<file path="src/rtl/alu_cmd_ctrl.sv">
`default_nettype none
//==============================================================================
// Module   : alu_cmd_ctrl
// Purpose  : Command front-end for a register-output ALU. Parses a byte stream
//            into operation frames, issues a one-cycle ALU enable, waits for
//            the registered result and streams it back LSB first over a
//            ready/valid byte interface.
//
// Frames   : header {marker, fun}; marker 'hC = header, A, B (full frame);
//            marker 'hD = header only, reuses stored A/B (short frame).
//
// Ports    : CLK, RST        - clock, asynchronous active-high reset
//            RX_DATA/VALID   - incoming command/operand bytes (no backpressure)
//            ALU_EN/A/B/FUN  - registered ALU request
//            ALU_OUT/VALID   - ALU result and its valid strobe
//            TX_DATA/VALID/READY - response byte stream
//            BUSY            - high whenever the FSM is not idle
//            FRAME_ERR       - one-cycle error pulse
//
// Option   : define ALU_CMD_ECHO_EN to prefix the response with the latched
//            header byte (three-byte response).
//
// Revision : 1.0 - initial release
//==============================================================================
module alu_cmd_ctrl #(
   parameter int OP_WIDTH       = 8,
   parameter int FUNC_WIDTH     = 4,
   parameter int TIMEOUT_CYCLES = 4
) (
   input  logic                  CLK,
   input  logic                  RST,
   input  logic [OP_WIDTH-1:0]   RX_DATA,
   input  logic                  RX_VALID,
   output logic                  ALU_EN,
   output logic [OP_WIDTH-1:0]   ALU_A,
   output logic [OP_WIDTH-1:0]   ALU_B,
   output logic [FUNC_WIDTH-1:0] ALU_FUN,
   input  logic [2*OP_WIDTH-1:0] ALU_OUT,
   input  logic                  ALU_VALID,
   output logic [OP_WIDTH-1:0]   TX_DATA,
   output logic                  TX_VALID,
   input  logic                  TX_READY,
   output logic                  BUSY,
   output logic                  FRAME_ERR
);

   localparam int c_MARK_W = OP_WIDTH - FUNC_WIDTH;
   localparam logic [c_MARK_W-1:0] c_MARK_FULL  = c_MARK_W'(4'hC);
   localparam logic [c_MARK_W-1:0] c_MARK_SHORT = c_MARK_W'(4'hD);
   localparam int c_CNT_W = $clog2(TIMEOUT_CYCLES + 1);
   localparam logic [c_CNT_W-1:0] c_CNT_LAST = c_CNT_W'(TIMEOUT_CYCLES - 1);

`ifdef ALU_CMD_ECHO_EN
   typedef enum logic [2:0] {
      S_IDLE     = 3'd0,
      S_GET_A    = 3'd1,
      S_GET_B    = 3'd2,
      S_EXEC     = 3'd3,
      S_WAIT     = 3'd4,
      S_SEND_LO  = 3'd5,
      S_SEND_HI  = 3'd6,
      S_SEND_HDR = 3'd7
   } state_t;
`else
   typedef enum logic [2:0] {
      S_IDLE    = 3'd0,
      S_GET_A   = 3'd1,
      S_GET_B   = 3'd2,
      S_EXEC    = 3'd3,
      S_WAIT    = 3'd4,
      S_SEND_LO = 3'd5,
      S_SEND_HI = 3'd6
   } state_t;
`endif

   state_t                  state_q, state_d;
   logic [OP_WIDTH-1:0]     a_q, a_d;          // stored operands, survive short frames
   logic [OP_WIDTH-1:0]     b_q, b_d;
   logic [FUNC_WIDTH-1:0]   fun_q, fun_d;
   logic                    alu_en_q, alu_en_d;
   logic [OP_WIDTH-1:0]     alu_a_q, alu_a_d;
   logic [OP_WIDTH-1:0]     alu_b_q, alu_b_d;
   logic [FUNC_WIDTH-1:0]   alu_fun_q, alu_fun_d;
   logic [2*OP_WIDTH-1:0]   res_q, res_d;
   logic [c_CNT_W-1:0]      cnt_q, cnt_d;
   logic [OP_WIDTH-1:0]     tx_data_q, tx_data_d;
   logic                    tx_valid_q, tx_valid_d;
   logic                    frame_err_q, frame_err_d;
`ifdef ALU_CMD_ECHO_EN
   logic [OP_WIDTH-1:0]     hdr_q, hdr_d;
`endif

   logic [c_MARK_W-1:0]     w_marker;
   logic                    w_tx_fire;
   logic                    w_overrun;

   assign w_marker  = RX_DATA[OP_WIDTH-1:FUNC_WIDTH];
   assign w_tx_fire = tx_valid_q && TX_READY;
   // Any byte arriving once the frame is complete is dropped as an overrun.
   assign w_overrun = RX_VALID && (state_q != S_IDLE) &&
                      (state_q != S_GET_A) && (state_q != S_GET_B);

   always_comb begin
      state_d     = state_q;
      a_d         = a_q;
      b_d         = b_q;
      fun_d       = fun_q;
      alu_en_d    = 1'b0;
      alu_a_d     = alu_a_q;
      alu_b_d     = alu_b_q;
      alu_fun_d   = alu_fun_q;
      res_d       = res_q;
      cnt_d       = cnt_q;
      tx_data_d   = tx_data_q;
      tx_valid_d  = tx_valid_q;
      frame_err_d = 1'b0;
`ifdef ALU_CMD_ECHO_EN
      hdr_d       = hdr_q;
`endif

      case (state_q)
         S_IDLE: begin
            if (RX_VALID) begin
               if (w_marker == c_MARK_FULL) begin
                  fun_d   = RX_DATA[FUNC_WIDTH-1:0];
                  state_d = S_GET_A;
`ifdef ALU_CMD_ECHO_EN
                  hdr_d   = RX_DATA;
`endif
               end else if (w_marker == c_MARK_SHORT) begin
                  // Short frame: issue straight away with the stored operands.
                  fun_d     = RX_DATA[FUNC_WIDTH-1:0];
                  alu_a_d   = a_q;
                  alu_b_d   = b_q;
                  alu_fun_d = RX_DATA[FUNC_WIDTH-1:0];
                  alu_en_d  = 1'b1;
                  state_d   = S_EXEC;
`ifdef ALU_CMD_ECHO_EN
                  hdr_d     = RX_DATA;
`endif
               end else begin
                  frame_err_d = 1'b1;
               end
            end
         end
         S_GET_A: begin
            if (RX_VALID) begin
               a_d     = RX_DATA;
               state_d = S_GET_B;
            end
         end
         S_GET_B: begin
            if (RX_VALID) begin
               b_d       = RX_DATA;
               alu_a_d   = a_q;
               alu_b_d   = RX_DATA;
               alu_fun_d = fun_q;
               alu_en_d  = 1'b1;
               state_d   = S_EXEC;
            end
         end
         S_EXEC: begin
            cnt_d   = '0;
            state_d = S_WAIT;
         end
         S_WAIT: begin
            if (ALU_VALID) begin
               res_d      = ALU_OUT;
               tx_valid_d = 1'b1;
`ifdef ALU_CMD_ECHO_EN
               tx_data_d  = hdr_q;
               state_d    = S_SEND_HDR;
`else
               tx_data_d  = ALU_OUT[OP_WIDTH-1:0];
               state_d    = S_SEND_LO;
`endif
            end else if (cnt_q == c_CNT_LAST) begin
               frame_err_d = 1'b1;
               state_d     = S_IDLE;
            end else begin
               cnt_d = cnt_q + c_CNT_W'(1);
            end
         end
`ifdef ALU_CMD_ECHO_EN
         S_SEND_HDR: begin
            if (w_tx_fire) begin
               tx_data_d = res_q[OP_WIDTH-1:0];
               state_d   = S_SEND_LO;
            end
         end
`endif
         S_SEND_LO: begin
            if (w_tx_fire) begin
               tx_data_d = res_q[2*OP_WIDTH-1:OP_WIDTH];
               state_d   = S_SEND_HI;
            end
         end
         S_SEND_HI: begin
            if (w_tx_fire) begin
               tx_valid_d = 1'b0;
               state_d    = S_IDLE;
            end
         end
         default: state_d = S_IDLE;
      endcase

      // Merged with any FSM error so coincident sources give one pulse.
      if (w_overrun) begin
         frame_err_d = 1'b1;
      end
   end

   always_ff @(posedge CLK or posedge RST) begin
      if (RST) begin
         state_q     <= S_IDLE;
         a_q         <= '0;
         b_q         <= '0;
         fun_q       <= '0;
         alu_en_q    <= 1'b0;
         alu_a_q     <= '0;
         alu_b_q     <= '0;
         alu_fun_q   <= '0;
         res_q       <= '0;
         cnt_q       <= '0;
         tx_data_q   <= '0;
         tx_valid_q  <= 1'b0;
         frame_err_q <= 1'b0;
`ifdef ALU_CMD_ECHO_EN
         hdr_q       <= '0;
`endif
      end else begin
         state_q     <= state_d;
         a_q         <= a_d;
         b_q         <= b_d;
         fun_q       <= fun_d;
         alu_en_q    <= alu_en_d;
         alu_a_q     <= alu_a_d;
         alu_b_q     <= alu_b_d;
         alu_fun_q   <= alu_fun_d;
         res_q       <= res_d;
         cnt_q       <= cnt_d;
         tx_data_q   <= tx_data_d;
         tx_valid_q  <= tx_valid_d;
         frame_err_q <= frame_err_d;
`ifdef ALU_CMD_ECHO_EN
         hdr_q       <= hdr_d;
`endif
      end
   end

   assign ALU_EN    = alu_en_q;
   assign ALU_A     = alu_a_q;
   assign ALU_B     = alu_b_q;
   assign ALU_FUN   = alu_fun_q;
   assign TX_DATA   = tx_data_q;
   assign TX_VALID  = tx_valid_q;
   assign BUSY      = (state_q != S_IDLE);
   assign FRAME_ERR = frame_err_q;

endmodule
`default_nettype wire
</file>
<file path="config.mk">
export PLATFORM = sky130hd
export DESIGN_NAME = alu_cmd_ctrl
export DESIGN_NICKNAME = d
export VERILOG_FILES = /design/src/rtl/alu_cmd_ctrl.sv
export SDC_FILE = /design/constraint.sdc
export NUM_CORES = 1
export LEC_CHECK = 0
export BUFFER_PORTS_ARGS = -buffer_cell sky130_fd_sc_hd__buf_2
export CORE_UTILIZATION = 50
export CTS_BUF_LIST = sky130_fd_sc_hd__clkbuf_4
export DETAILED_ROUTE_END_ITERATION = 8
export PLACE_DENSITY = 0.83
export REMOVE_ABC_BUFFERS = 1
export SLEW_MARGIN = 20
export SYNTH_ARGS = -nofsm -noshare
export SYNTH_HDL_FRONTEND = slang
export SYNTH_SLANG_ARGS = --single-unit
export TNS_END_PERCENT = 1
</file>
<file path="constraint.sdc">
create_clock -name CLK -period 5.7 [get_ports CLK]
set_input_delay 1.14 -clock CLK [delete_from_list [all_inputs] [get_ports CLK]]
set_output_delay 1.14 -clock CLK [all_outputs]
set_load 0.01 [all_outputs]
</file>
After elaboration in Yosys (flattened, before gate mapping)
Index checks and enable logic that the tools add are counted.

Bits in registers: 73. Input bits: 29. Logic and storage cells: 104.

Multiplexer cells: 47. Add/subtract/negate cells: 1. Reductions and logical operators: 20. Equal/unequal tests: 23.

Operator list (count): $mux 8 (10); $pmux 8 s2 (3); $mux 3 (11); $pmux 3 s7 (1); $mux 4 (5); $ne 2x2->1 const B (10); $mux 1 (12); $reduce_and 3->1 (4); $reduce_bool 2->1 (5); $eq 3x2->1 const B (3); $eq 3x3->1 const B (3); $eq 4x4->1 const B (2); $pmux 4 s2 (1); $reduce_and 7->1 (1); $ne 3x3->1 const B (2); $pmux 1 s2 (3); $pmux 3 s2 (1); $reduce_and 2->1 (3); $reduce_and 5->1 (1); $logic_and 1x1->1 (4); $add 3x1->3 const B (1); $eq 3x1->1 const B (1); $logic_not 3->1 (1); $ne 3x1->1 const B (1); 2 further kinds (2).

Longest topological paths before layout
Gate-level depths: netlist of the first run.

Depth after elaboration: 6. Depth in mapped cells: 6. Gate-level depth less buffers: 5.

Worst setup path after synthesis of the first run
Ideal clock, no wire load.

Path kind: input -> register. Start point: input port RX_DATA[4]. End point: register alu_a_q[0], in the netlist ALU_A[0]. Path slack: 3.312 ns. Stages on the path: 4. Arrival time: 2.264 ns. Library setup time: 0.125 ns. Path buffers: 1. Path through: and4b_1 o211ai_1 buf_2 mux2_2.

Longest elaborated chain between the ends: 3. Elaborated cells on any way between the ends: 5. Classes of those cells: 4 x eq/ne; 1 x reduce/logical.

RTL lines: start: declaration (line 32) `input logic [OP_WIDTH-1:0] RX_DATA,`; $eq 4x4->1, on equally long branches (line 130, 124); $ne 2x2->1 (no source line); $reduce_and 5->1 (no source line) *; end signal: assignment (line 237) `alu_a_q <= alu_a_d;`; end: declaration (line 81) `logic [OP_WIDTH-1:0] alu_a_q, alu_a_d;`.

Mark *: on every way between the ends. The rest lies on a longest branch, timed or not. A chain may end at the register's enable or synchronous reset.

Worst setup path in the final report of the first run
Start point: register state_q[1]. End point: output port BUSY.

Longest elaborated chain between the ends: 1.

RTL lines: start: declaration (line 76) `state_t state_q, state_d;`; start signal: assignment (line 232) `state_q <= state_d;`; $reduce_bool 3->1 (line 257) `assign BUSY = (state_q != S_IDLE);`; end: declaration (line 43) `output logic BUSY,`.

Every way passes these cells.

==> impl_metrics.json, run 1 <==
{
  "post-route-drc-count": 0,
  "worstHoldPathType": "flop to flop",
  "number_of_enable_type_register_cells_in_the_synthesized_netlist": 0,
  "yosys_warnings": 0,
  "antenna_violations_before_repair": 0,
  "rows": 27,
  "pwr-share-seq": 0.483,
  "portBuffers": 60,
  "max-cap-violations": 0,
  "final-setup-viol-count": 0,
  "floorplan.die_area_mm2": 0.00609,
  "distinct_cell_type_count_after_synthesis": 36,
  "rr_worst_depth": 4,
  "dr_total_vias": 1960,
  "final.setup_skew_ns": 0.0155,
  "rsz0062_at_grt": "false",
  "max_freq_ghz": 0.363,
  "setup_total_negative_slack_ns": 0,
  "p_sw_uw": 599,
  "internal-power_mw": 1.11,
  "routed_wl_um": 5230,
  "critical_path_class": "flop to output port",
  "power_per_cell_area_mw_per_mm2": 510,
  "cts.sink_count": 65,
  "area_growth_syn_to_layout_pct": 15.6,
  "startpoint_type": "flop",
  "post_synthesis_async_set_or_reset_flop_share": 1.00,
  "ys_dominant_reg_cell": "dfrtp_1",
  "count_of_state_elements_after_synthesis": 65,
  "gr-total-overflow": 0,
  "p_leak_nw": 1.62,
  "timing.hold.worst_path_depth": 2,
  "top_level_ports": 61,
  "total_power_mw": 1.71,
  "netlist_instances": 232,
  "worst_case_vdd_ir_drop_uv": 262,
  "die_w_um": 78.0,
  "grt_first_pass_wirelength_um": 8710,
  "deepest_level_of_the_cts_h_tree": 3,
  "dp.cells": 354,
  "drt_first_iter_violations": 57,
  "timing.critical_path.arrival_ns": 1.61,
  "cts_tree": "done",
  "placed_cell_area_mm2": 0.00324,
  "cts_setup_buffers": 0,
  "drive_gt1_frac": 0.397,
  "switching_part_of_the_total_power": 0.351,
  "crit_required_ns": 4.56,
  "wire_per_inst_um": 14.2,
  "tritoncts.num_buffers": 9,
  "placeable_core_region_mm2": 0.00554,
  "worst_setup_hold_path_clk_slew_ns": 0.10,
  "final_cell_area_mm2": 0.00334,
  "num_antenna_cells": 0,
  "synth.yosys.seq_area_share": 0.563,
  "layout_min_cycle_time_ns": 2.75,
  "worst_skew_pair.late_latency_ns": 0.40,
  "crit_path_end_kind": "output port",
  "pwr-share-comb": 0.377,
  "initial_core_util": 0.521,
  "cts_root_buffer": "clkbuf_4",
  "synth.cell_area_mm2": 0.00289,
  "share_clk_of_total_power": 0.141,
  "instances_no_fill": 369,
  "grt_start_max_net_pins": 66,
  "postRouteAntennaNets": 0,
  "timing_max_transition_violations_final": 0,
  "outcome": "completed",
  "worst-path-max-fanout": 20,
  "avgSynthCellArea_um2": 12.5,
  "finalHoldViolations": 0,
  "vias_in_the_first_global_route": 1924,
  "max-clock-path-buffers": 2,
  "postCtsHoldBufs": 0,
  "grt_util_all_layers": 0.186,
  "finalWeightedCongestion": 0.733,
  "ctsResizeCount": 0,
  "dr.pass1.iters": 4,
  "dpl.hpwl_um": 3610,
  "fp.dieH_um": 78.0,
  "post_drt_via_cell_ratio": 5.31,
  "nets": 324,
  "fin_crit_sh": 0.483,
  "timing_worst_slew_pin_value_ns": 0.795,
  "timing.slew.headroom": 0.470
}
[cells in the mapped netlist, drive strengths merged (2+ instances only)]
cell,count,area [um2]
a21oi,11,55.1
a22o,3,26.3
buf,7,37.5
clkbuf,5,18.8
dfrtp,65,1630
ha,2,25.0
inv,5,18.8
mux2,38,428
mux2i,23,230
nand2,21,78.8
nand2b,3,18.8
nand3,2,10.0
nor2,10,40.0
nor4b,2,47.6
o21ai,16,80.1
or2,2,12.5
[path summary, 6_finish.rpt]
path,from,to,slack [ns]
max,state_q[1]$_DFFE_PP0P_,BUSY,2.95
max in group asynchronous,RST,state_q[2]$_DFFE_PP0P_,4.22
max reg2reg,state_q[2]$_DFFE_PP0P_,cnt_q[1]$_DFFE_PP0P_,3.65
min,ALU_FUN[2]$_DFFE_PP0P_,ALU_FUN[2]$_DFFE_PP0P_,0.48
min reg2reg,ALU_FUN[2]$_DFFE_PP0P_,ALU_FUN[2]$_DFFE_PP0P_,0.48
min in group asynchronous,RST,TX_DATA[3]$_DFFE_PP0P_,0.97
[worst max-delay path, cell delays in order (launching register included)]
cell,delay [ns]
dfrtp_1,0.65
or3_1,0.42
buf_2,0.15
[power groups by stage]
stage	clock (mW)	combinational (mW)	sequential (mW)
global placement	0	0.625	0.822
finish	0.240	0.642	0.823
CTS	0.252	0.650	0.825
global route	0.265	0.710	0.855
detailed placement	0	0.649	0.836
floorplan	0	0.407	0.852
[cells in the final DEF, fill, tap and decap left out, drive strengths merged, types with 2 or more instances in the layout]
cell    netlist  final
dfrtp        65     65
buf           7     62
mux2         38     38
mux2i        23     23
nand2        21     21
o21ai        16     16
a21oi        11     11
clkbuf        5     10
nor2         10     10
inv           5      5
clkinv        0      4
a22o          3      3
nand2b        3      3
nor4b         2      2
nand3         2      2
or2           2      2
ha            2      2
[layer usage]
layer / GRT usage / routed length, um
met3: 0.0465 / 185
met5: 0 / 0
met2: 0.297 / 2500
met1: 0.236 / 2430
met4: 0.0981 / 110
[final cells by class]
class / instances / area, um2
fill: 482 / 2200
sequential: 65 / 1630
multi-input combinational: 150 / 1190
timing repair buffer: 62 / 315
tap: 72 / 90.1
clock buffer: 10 / 75.1
clock inverter: 5 / 23.8
inverter: 5 / 18.8
[registers in the layout (all words and copies together), names as in the netlist]
name       cells
ALU_A          8
ALU_B          8
ALU_EN         1
ALU_FUN        4
FRAME_ERR      1
TX_DATA        8
TX_VALID       1
a_q            8
b_q            8
cnt_q          3
fun_q          4
res_q          8
state_q        3
[kinds of logic (layout without fill, tap and decap cells)]
logic type	after synthesis	count (layout)	share of synthesized area
AO/OA/AOI/OAI	37	37	0.0758
XOR/XNOR	1	1	0.00303
adder cells (fa/ha/maj)	2	2	0.00866
buffers and inverters	17	82	0.0260
flip-flops	65	65	0.563
multiplexers	61	61	0.228
AND/OR/NAND/NOR	49	49	0.0957
[per-stage QoR]
| step | worst slack [ns] | utilization | hold WS, ns |
|---|---|---|---|
| 3_3_place_gp | 3.11 | 0.584 | 0.460 |
| 4_1_cts | 2.93 | 0.602 | 0.491 |
| 6_report | 2.95 | 0.603 | 0.484 |
| 5_1_grt | 2.85 | 0.603 | 0.509 |
| 2_1_floorplan | 2.61 | - | 0.455 |
| 3_5_place_dp | 3.03 | 0.584 | 0.467 |
Power figures use the tool's default switching activity.
==> inputs of run 2 (changes only) <==
--- a/config.mk
+++ b/config.mk
@@ -5,11 +5,12 @@
 export SDC_FILE = /design/constraint.sdc
 export NUM_CORES = 1
 export LEC_CHECK = 0
+export ABC_AREA = 1
 export BUFFER_PORTS_ARGS = -buffer_cell sky130_fd_sc_hd__buf_2
 export CORE_UTILIZATION = 50
 export CTS_BUF_LIST = sky130_fd_sc_hd__clkbuf_4
 export DETAILED_ROUTE_END_ITERATION = 8
-export PLACE_DENSITY = 0.83
+export PLACE_DENSITY = 0.82
 export REMOVE_ABC_BUFFERS = 1
 export SLEW_MARGIN = 20
 export SYNTH_ARGS = -nofsm -noshare
==> constraint.sdc (replaced) <==
create_clock -name CLK -period 2.88 [get_ports CLK]
set_input_delay 0.576 -clock CLK [delete_from_list [all_inputs] [get_ports CLK]]
set_output_delay 0.576 -clock CLK [all_outputs]
set_load 0.01 [all_outputs]
==> run 2 against run 1 <==
Global-route usage is 3.5 points higher. Via count grew 30%. Final cell count is 34% higher. Hold slack worse by 0.33 ns. Register-to-register slack got worse by 2.7 ns. Non-clock buffer count is the same. Utilization down 1.8 points. Critical path type unchanged. Sequential share of layout area is 2.5 points lower. Sequential power increased by 88%. Cell area up 5.5%. Die area rose by 9.7%. First-iteration DRC count increased to 2.7 times the previous value.
==> impl_metrics.json, run 2 <==
{
  "worst-path-max-fanout": 10,
  "deepest_level_of_the_cts_h_tree": 3,
  "synth_area_leaders": "dfrtp_1 51%, nand2_1 13%, nand3_1 5.8%",
  "finalWeightedCongestion": 0.849,
  "final_cell_mix": "109 x nand2_1, 65 x dfrtp_1, 60 x buf_2, 37 x nand3_1, 29 x inv_1",
  "critical_path_class": "flop to output port",
  "gr-total-overflow": 0,
  "internal-power_mw": 2.03,
  "crit_path_end_kind": "output port",
  "worstHoldPathType": "input pin to asynchronous set/reset pin",
  "final-setup-viol-count": 0,
  "dr.pass1.iters": 4,
  "regToRegEndpoint": "b_q[3]$_DFFE_PP0P_",
  "timing.slew.headroom": 0.677,
  "area_growth_syn_to_layout_pct": 11.0,
  "cts_setup_buffers": 0,
  "finalHoldViolations": 0,
  "dr_total_vias": 2549,
  "ctsResizeCount": 0,
  "tritoncts.num_buffers": 9,
  "cts_root_buffer": "clkbuf_4",
  "grt_first_pass_wirelength_um": 10800,
  "post-synth-top-count-cell": "nand2_1",
  "netlist_instances": 358,
  "cts.sink_count": 65,
  "placeable_core_region_mm2": 0.00603,
  "avgSynthCellArea_um2": 8.87,
  "grt_util_all_layers": 0.222,
  "outcome": "completed",
  "synth_top_cells_by_count": "109 x nand2_1, 65 x dfrtp_1, 37 x nand3_1",
  "synth_simple_gate_area_frac": 0.279,
  "p_sw_mw": 1.42,
  "rsz0062_at_grt": "false",
  "p_leak_nw": 1.93,
  "synth_adder_area_share": 0.00788,
  "reg2reg_slack_ns": 1.00,
  "timing.rr.start": "state_q[2]$_DFFE_PP0P_",
  "timing_max_transition_violations_final": 0,
  "final.setup_skew_ns": 0.0146,
  "timing.critical_path.arrival_ns": 1.41,
  "routed_wl_um": 6570,
  "setup_total_negative_slack_ns": 0,
  "drt_first_iter_violations": 154,
  "synthDominantCellAreaShare": 0.512,
  "post-route-drc-count": 0,
  "drive_gt1_frac": 0.270,
  "share_of_the_synthesized_area_in_compound_gates_ao_oa_aoi_oai": 0.112,
  "floorplan.die_area_mm2": 0.00667,
  "worst_skew_pair.late_latency_ns": 0.42,
  "top_level_ports": 61,
  "share_clk_of_total_power": 0.139,
  "fraction_of_synthesized_area_in_multiplexers": 0,
  "netlist.top_cell.by_area": "dfrtp_1",
  "final_common_cell": "nand2_1",
  "yosys_warnings": 0,
  "rows": 28,
  "dpl.hpwl_um": 4660,
  "synth.yosys.seq_area_share": 0.512,
  "post_synthesis_async_set_or_reset_flop_share": 1.00,
  "yosys.area_share.xor_xnor": 0,
  "fin_crit_sh": 0.688,
  "worst_setup_hold_path_clk_slew_ns": 0.11,
  "die_w_um": 81.7,
  "number_of_enable_type_register_cells_in_the_synthesized_netlist": 0,
  "initial_core_util": 0.527,
  "startpoint_type": "flop",
  "vias_in_the_first_global_route": 2347,
  "wire_per_inst_um": 13.3,
  "post_drt_via_cell_ratio": 5.17,
  "cts_tree": "done",
  "pwr-share-comb": 0.412,
  "ys_dominant_reg_cell": "dfrtp_1",
  "grt_start_max_net_pins": 29,
  "worst_case_vdd_ir_drop_uv": 461,
  "crit_required_ns": 2.30,
  "max_freq_ghz": 0.504,
  "timing_worst_slew_pin_value_ns": 0.483,
  "rr_worst_depth": 6,
  "num_antenna_cells": 0,
  "layout_min_cycle_time_ns": 1.98,
  "max-clock-path-buffers": 2,
  "portBuffers": 60,
  "switching_part_of_the_total_power": 0.413,
  "fp.dieH_um": 81.7,
  "synth.cell_area_mm2": 0.00318,
  "nets": 446,
  "synth_top_family_by_area": "simple AND/OR/NAND/NOR gates",
  "power_per_cell_area_mw_per_mm2": 979,
  "postCtsHoldBufs": 0,
  "max-cap-violations": 0,
  "pwr-share-seq": 0.450,
  "count_of_state_elements_after_synthesis": 65,
  "antenna_violations_before_repair": 0,
  "total_power_mw": 3.45,
  "distinct_cell_type_count_after_synthesis": 32,
  "postRouteAntennaNets": 0
}
==> run 2: cell types whose count changed after synthesis, moves of 11 or more <==
cell / change
inv_1: +25
mux2_2: -36
mux2i_1: -23
nand2_1: +88
nand3_1: +35
o21ai_0: +11
o21ai_2: +16
==> run 2: layout make-up <==
type                            count  area, um2
Multi-Input combinational cell    243       1270
Tap cell                           75       93.8
Inverter                           34        128
Fill cell                         541       2500
Clock inverter                      5       25.0
Timing Repair Buffer               62        315
Clock buffer                        9       67.6
Sequential cell                    65       1630
==> run 2: how the worst max path moves through the flow <==
stage / start / endpoint / cells after the start
6_report: state_q[2]$_DFFE_PP0P_ / BUSY / 3
5_1_grt: state_q[2]$_DFFE_PP0P_ / BUSY / 3
4_1_cts: state_q[2]$_DFFE_PP0P_ / BUSY / 3
3_5_place_dp: RX_DATA[4] / ALU_B[6]$_DFFE_PP0P_ / 7
3_3_place_gp: RX_DATA[4] / ALU_B[5]$_DFFE_PP0P_ / 7
2_1_floorplan: RST / ALU_A[0]$_DFFE_PP0P_ / 1
==> run 2: power groups by stage <==
stage               registers [mW]  logic, mW  clock network (mW)
floorplan                     1.63      0.901                   0
global placement              1.56       1.37                   0
detailed placement            1.57       1.42                   0
CTS                           1.55       1.43               0.488
global route                  1.60       1.62               0.530
finish                        1.55       1.42               0.478
==> run 2: cell families after synthesis <==
group / count (synthesis)
fa+ha+maj: 2
buf+inv: 50
compound gates: 56
flops: 65
simple gates: 185
==> run 2: metal layers <==
metal | wire (um) | vias to the layer above | track usage
met5 | 0 | - | 0
met4 | 89 | 0 | 0.119
met3 | 459 | 11 | 0.0600
met2 | 3010 | 93 | 0.329
met1 | 3020 | 1175 | 0.295
li1 | - | 1270 | -
==> run 2: metrics by stage <==
stage	utilization	cells	hold slack [ns]	worst slack (ns)	area (um2)
final	0.585	493	0.153	0.898	3520
after global routing	0.585	493	0.173	0.809	3520
after CTS	0.585	493	0.157	0.879	3520
after detailed placement	0.570	479	0.455	0.981	3430
after global placement	0.570	479	0.448	1.03	3430
after floorplan	-	342	0.434	0.678	3020
==> run 2: worst max-delay path, stage by stage (launching register included) <==
cell and delay [ns]:
dfrtp_1 0.54, nor2_4 0.22, nand2_4 0.09, buf_2 0.15
